### src/rtl/dct_block_feeder_if.sv
// Upstream pixel stream into the DCT block feeder.
// A beat transfers when in_valid and in_ready are both high.
interface dct_block_feeder_if #(
    parameter int DATA_WIDTH = 8
);
    logic [DATA_WIDTH-1:0] in_data;
    logic                  in_valid;
    logic                  in_ready;

    modport master (output in_data, output in_valid, input in_ready);
    modport slave  (input in_data, input in_valid, output in_ready);
endinterface

### src/rtl/dct_block_feeder.sv
// Ping-pong buffers raster 8x8 blocks and streams each one to the dct core
// as a single 128-cycle burst in folded-butterfly column order.
module dct_block_feeder #(
    parameter int DATA_WIDTH = 8,
    parameter int GAP_CYCLES = 0
) (
    input  logic                  clk,
    input  logic                  rst_n,
    dct_block_feeder_if.slave     up,
    output logic [DATA_WIDTH-1:0] x,
    output logic                  sumDiffSel,
    output logic                  load,
    output logic                  x_valid,
    output logic                  block_start
);
    typedef enum logic [1:0] {IDLE, STREAM, GAP} state_t;

    localparam logic [3:0] GAP_LAST =
        (GAP_CYCLES > 0) ? 4'(GAP_CYCLES - 1) : 4'd0;

    state_t state, state_nx;

    logic [DATA_WIDTH-1:0] mem [0:127];
    logic [1:0]            full, full_nx;
    logic                  wbank, rbank;
    logic [5:0]            wcnt;
    logic [6:0]            seq;
    logic [3:0]            gcnt;
    logic                  rel_pend, rel_bank;
    logic                  fire, issue, last;
    logic [2:0]            row, k, col;
    logic                  phase;
    logic [6:0]            raddr;

    // seq = {row, phase, k}; it wraps to zero after the last sample
    assign row   = seq[6:4];
    assign phase = seq[3];
    assign k     = seq[2:0];
    assign col   = k[0] ? (3'd7 - {1'b0, k[2:1]}) : {1'b0, k[2:1]};
    assign raddr = {rbank, row, col};

    assign up.in_ready = ~full[wbank];
    assign fire        = up.in_valid & up.in_ready;

    always_comb begin
        state_nx = state;
        issue    = 1'b0;
        unique case (state)
            IDLE:    issue = full[rbank];
            STREAM:  issue = 1'b1;
            GAP:     if (gcnt == GAP_LAST) state_nx = IDLE;
            default: state_nx = IDLE;
        endcase
        last = issue & (&seq);
        if (issue) begin
            if (!last)               state_nx = STREAM;
            else if (GAP_CYCLES > 0) state_nx = GAP;
            else                     state_nx = IDLE;
        end
    end

    // release lands one edge after the last read so in_ready follows last x
    always_comb begin
        full_nx = full;
        if (rel_pend) full_nx[rel_bank] = 1'b0;
        if (fire && wcnt == 6'd63) full_nx[wbank] = 1'b1;
    end

    always_ff @(posedge clk) begin
        if (!rst_n) state <= IDLE;
        else        state <= state_nx;
    end

    always_ff @(posedge clk) begin
        if (fire) mem[{wbank, wcnt}] <= up.in_data;
    end

    always_ff @(posedge clk) begin
        if (!rst_n) begin
            full     <= 2'b00;
            wbank    <= 1'b0;
            rbank    <= 1'b0;
            wcnt     <= 6'd0;
            seq      <= 7'd0;
            gcnt     <= 4'd0;
            rel_pend <= 1'b0;
            rel_bank <= 1'b0;
        end else begin
            full     <= full_nx;
            rel_pend <= last;
            if (last) begin
                rel_bank <= rbank;
                rbank    <= ~rbank;
            end
            if (fire) begin
                wcnt <= wcnt + 6'd1;
                if (wcnt == 6'd63) wbank <= ~wbank;
            end
            if (issue) seq <= seq + 7'd1;
            if (state == GAP) gcnt <= gcnt + 4'd1;
            else              gcnt <= 4'd0;
        end
    end

    always_ff @(posedge clk) begin
        if (!rst_n) begin
            x           <= '0;
            sumDiffSel  <= 1'b0;
            load        <= 1'b0;
            x_valid     <= 1'b0;
            block_start <= 1'b0;
        end else begin
            x           <= issue ? mem[raddr] : '0;
            sumDiffSel  <= issue & phase;
            load        <= issue & (k == 3'd0);
            x_valid     <= issue;
            block_start <= issue & (seq == 7'd0);
        end
    end
endmodule
### src/flat_wrapper.sv
// flat-port wrapper written by rule: the top's interface ports become plain ports
module dct_block_feeder_flat 
#(
    parameter int DATA_WIDTH = 8,
    parameter int GAP_CYCLES = 0
)
  (clk, rst_n, x, sumDiffSel, load, x_valid, block_start, up_in_data, up_in_valid, up_in_ready);
  dct_block_feeder_if #(.DATA_WIDTH(DATA_WIDTH)) up_i ();
  input  logic clk;
  input  logic rst_n;
  output logic [DATA_WIDTH-1:0] x;
  output logic sumDiffSel;
  output logic load;
  output logic x_valid;
  output logic block_start;
  input wire logic [$bits(up_i.in_data)-1:0] up_in_data;
  input wire logic [$bits(up_i.in_valid)-1:0] up_in_valid;
  output wire logic [$bits(up_i.in_ready)-1:0] up_in_ready;
  assign up_i.in_data = up_in_data;
  assign up_i.in_valid = up_in_valid;
  assign up_in_ready = up_i.in_ready;
  dct_block_feeder #(.DATA_WIDTH(DATA_WIDTH), .GAP_CYCLES(GAP_CYCLES)) u_core (.clk(clk), .rst_n(rst_n), .up(up_i), .x(x), .sumDiffSel(sumDiffSel), .load(load), .x_valid(x_valid), .block_start(block_start));
endmodule
### config.mk
export PLATFORM = sky130hd
export DESIGN_NAME = dct_block_feeder_flat
export DESIGN_NICKNAME = d
export VERILOG_FILES = /design/src/rtl/dct_block_feeder_if.sv /design/src/rtl/dct_block_feeder.sv /design/src/flat_wrapper.sv
export SDC_FILE = /design/constraint.sdc
export NUM_CORES = 1
export LEC_CHECK = 0
export BUFFER_PORTS_ARGS = -buffer_cell sky130_fd_sc_hd__buf_2
export CAP_MARGIN = 0
export CORE_MARGIN = 1
export CORE_UTILIZATION = 35
export DETAILED_ROUTE_END_ITERATION = 10
export PLACE_DENSITY = 0.5
export SYNTH_ARGS = -nofsm -noshare
export SYNTH_HDL_FRONTEND = slang
export SYNTH_SLANG_ARGS = --single-unit
### constraint.sdc
create_clock -name clk -period 3.3 [get_ports clk]
set_clock_uncertainty 0.1 [all_clocks]
set_input_delay 0.33 -clock clk [delete_from_list [all_inputs] [get_ports clk]]
set_output_delay 0.33 -clock clk [all_outputs]
set_load 0.05 [all_outputs]
==> run_results.csv <==
group,metric,value,unit
setup_path,critical_path_peak_fanout,28,
placed_design,place_area,0.04494,mm²
run,timing.max_cap.violations,0,
floorplan,floorplan.core_area,0.1164,mm²
synth,async_reset_ff_frac,0,
synth,yosys_register_bits,1056,
drt,routed_wl,116000,µm
clock_network,cts_htree_levels,3,
worst_hold_path,min-delay-path-class,"in2reg",
floorplan,floorplan.die.width,344.8,µm
finish,final_net_count,2381,
clock_network,max-clock-path-buffers,3,
sta,worstMarginPinSlew,892.5,ps
finish,area_delta_synth_final,17.84,%
clock_network,clock_latency,680,ps
synth,synth.distinct_cells,58,
setup_path,crit_top_cell,"buf_4",
global_route,grt_util_all_layers,0.1963,
floorplan,die_h,344.8,µm
finish,final_layout_size_suffix_gt1_frac,0.2843,
power,vdd_ir_drop_max,0.3720,mV
synth,syn-cell-area,0.04112,mm²
synth,count_of_flip_flops_with_a_built_in_enable_after_synthesis,1024,
drt,firstDrtPassIters,5,
setup_path,slowest_delay,570,ps
sta,finalMaxSlewViolations,0,
synth,yosys.area.top_type,"edfxtp_1",
setup_path,timing.critical_path.to_type,"flop",
power,totalPowerFinal,27.19,mW
finish,fin_util,0.4164,
setup_path,critPathBufInv,4,
synth,ys_dominant_reg_cell,"edfxtp_1",
global_route,pin_count_of_the_biggest_net_entering_global_routing,105,
global_route,grt_first_pass_wirelength,163800,µm
drt,vias,21460,
global_route,first_global_vias,21940,
clock_network,post_cts.repair.setup_buffers,0,
floorplan,initial_core_util,0.3534,
sta,setup_total_negative_slack,0,ps
drt,detailedRoute.firstIterationViolations,2384,
synth,yosys-top-cells-area,"edfxtp_1 (75%), mux4_2 (11%), mux2i_1 (2.6%), dfxtp_1 (1.6%), nor2_1 (1.4%)",
synth,synth_largest_type_area_fraction,0.7479,
synth,yosysWarningCount,0,
floorplan,placement_rows,125,
sta,final_hold_viol_count,0,
setup_path,critical_path.top_delay_family,"buffers and inverters",
synth,synthCells,2059,
sta,final.period_utilization,0.9522,
clock_network,tritoncts,"done",
drt,dr_wl_cell,29.14,µm
synth,avgSynthCellArea,19.97,µm²
drt,drc_errors,0,
clock_network,cts.sink_count,1056,
clock_network,cts-root-buf,"clkbuf_16",
clock_network,cts-buffers-inserted,111,
synth,synth.net_count,2073,
power,p_per_area,561.2,mW/mm²
placed_design,post-place-cells,3778,
finish,finish.cell_count_without_fillers,3980,
clock_network,clk_pin_slew,60,ps
drt,ant_nets,0,
power,power.leakage,15.23,nW
placed_design,detail_placement_hpwl,74370,µm
global_route,antenna_found_initial,4,
setup_path,critical-path-slowest-cell,"mux4_2",
floorplan,num_io_pins,24,
setup_path,cp.required,3750,ps
sta,min_period,3142,ps
drt,dr_vias_cell,5.391,
placed_design,placement.io_buffers,23,
floorplan,die_ar,0.1189,mm²
sta,maxClockFrequency,0.3183,GHz
sta,finalSetupViolCount,0,
global_route,globalRouteOverflowTotal,0,
setup_path,startpoint_kind_of_the_worst_setup_timing_path,"flop",
setup_path,worstPathArrival,3590,ps
sta,slew_headroom,0.4028,
placed_design,gp_congestion,0.8555,
synth,yosysSeqAreaShare,0.7634,
run_status,run_status,"complete, no violations",
finish,layout.cell_area.non_filler,0.04845,mm²
setup_path,crit_chain,"inv_1, ha_4, buf_12, buf_4, mux4_2, a22oi_1, nand2_1, o21ai_0, buf_4, o22ai_1",
setup_path,critical_path_class,"reg2reg",
sta,rsz0062_at_grt,"false",
registers in the layout (all words and copies together) (netlist names), 2 cells and up:
signal,cells
u_core.x,8
u_core.wcnt,6
u_core.mem,1024
u_core.seq,7
u_core.full,2
logic make-up (layout without fill, tap and decap cells):
family	Yosys count	count (layout)	synth area share
buffers and inverters	123	519	0.01689
AO/OA/AOI/OAI	221	221	0.03740
multiplexers	328	328	0.1438
other	0	1	0
flip-flops	1056	1056	0.7634
AND/OR/NAND/NOR	317	317	0.03524
adder cells (fa/ha/maj)	3	3	0.0009130
XOR/XNOR	11	11	0.002343
per-stage QoR:
stage	hold slack (ps)	setup WS, ps
after floorplan	328.9	32.96
after global placement	425.4	56.79
after detailed placement	436.8	60.90
after CTS	11.31	48.31
after global routing	49.34	0.8078
final	51.59	157.8
worst register-to-register path: stages (launching register included):
cell and delay, ps:
dfxtp_1 360, inv_1 100, ha_4 340, buf_12 250, buf_4 250, mux4_2 570, a22oi_1 240, nand2_1 100
o21ai_0 430, buf_4 210, o22ai_1 70
report_power, final:
part / total, mW / internal, mW / switching, mW / leakage, nW
clock network: 12.1 / 7.01 / 5.10 / 1.71
registers: 14.7 / 14.7 / 0.00743 / 9.46
logic: 0.361 / 0.0616 / 0.300 / 4.06
total: 27.2 / 21.8 / 5.41 / 15.2
path summary, 6_finish.rpt:
kind,endpoint,from,slack (ps),cells past startpoint
max,u_core.x[0]$_SDFF_PN0_,u_core.seq[1]$_SDFFE_PN0P_,160,10
min,u_core.wcnt[0]$_SDFFE_PN0P_,rst_n,50,3
min reg2reg,u_core.rel_bank$_SDFFE_PN0P_,u_core.rel_bank$_SDFFE_PN0P_,450,2
max reg2reg,u_core.x[0]$_SDFF_PN0_,u_core.seq[1]$_SDFFE_PN0P_,160,10
repair_timing:
item / 4_1_cts / 5_1_grt
hold buffers: 1 / 0
gates resized for setup: 0 / 4
hold endpoints to repair: 6 / 0
setup endpoints to repair: 0 / 4
layer usage:
layer | track usage | up-vias | wire (µm)
met5 | 0 | - | 20
met4 | 0.06617 | 2 | 3692
met3 | 0.04046 | 204 | 8146
met2 | 0.2996 | 783 | 52850
met1 | 0.2802 | 11370 | 51270
li1 | - | 9104 | -
cells in the mapped netlist (10+ instances only):
cell / instances
mux2i_1: 108
buf_6: 14
a221oi_1: 14
nor3_1: 11
nor2b_1: 18
mux2_2: 11
a211oi_1: 22
buf_2: 35
a31oi_1: 10
a22oi_1: 71
nand3_1: 22
o21ai_0: 25
nand2_1: 58
buf_4: 22
and2_1: 18
mux4_2: 209
dfxtp_1: 32
edfxtp_1: 1024
a21oi_1: 30
clkbuf_1: 42
nor2_1: 149
cell type report:
class	instances	area, µm²
Antenna cell	1	2.502
Clock buffer	136	2914
Clock inverter	65	576.8
Fill cell	10290	67910
Inverter	6	22.52
Multi-Input combinational cell	880	9062
Sequential cell	1056	31400
Tap cell	1524	1907
Timing Repair Buffer	312	2574
cell usage in the layout (no fill, tap or decap), types with 13 or more instances in the layout:
master / n
edfxtp_1: 1024
buf_4: 274
mux4_2: 209
nor2_1: 148
clkbuf_16: 113
mux2i_1: 108
a22oi_1: 71
nand2_1: 58
dfxtp_1: 30
a21oi_1: 29
clkinv_1: 25
o21ai_0: 24
clkbuf_1: 23
nand3_1: 22
a211oi_1: 22
buf_12: 21
clkinv_2: 20
and2_1: 18
nor2b_1: 16
buf_2: 15
a221oi_1: 13
No activity file was read; power rests on OpenSTA's default activity.
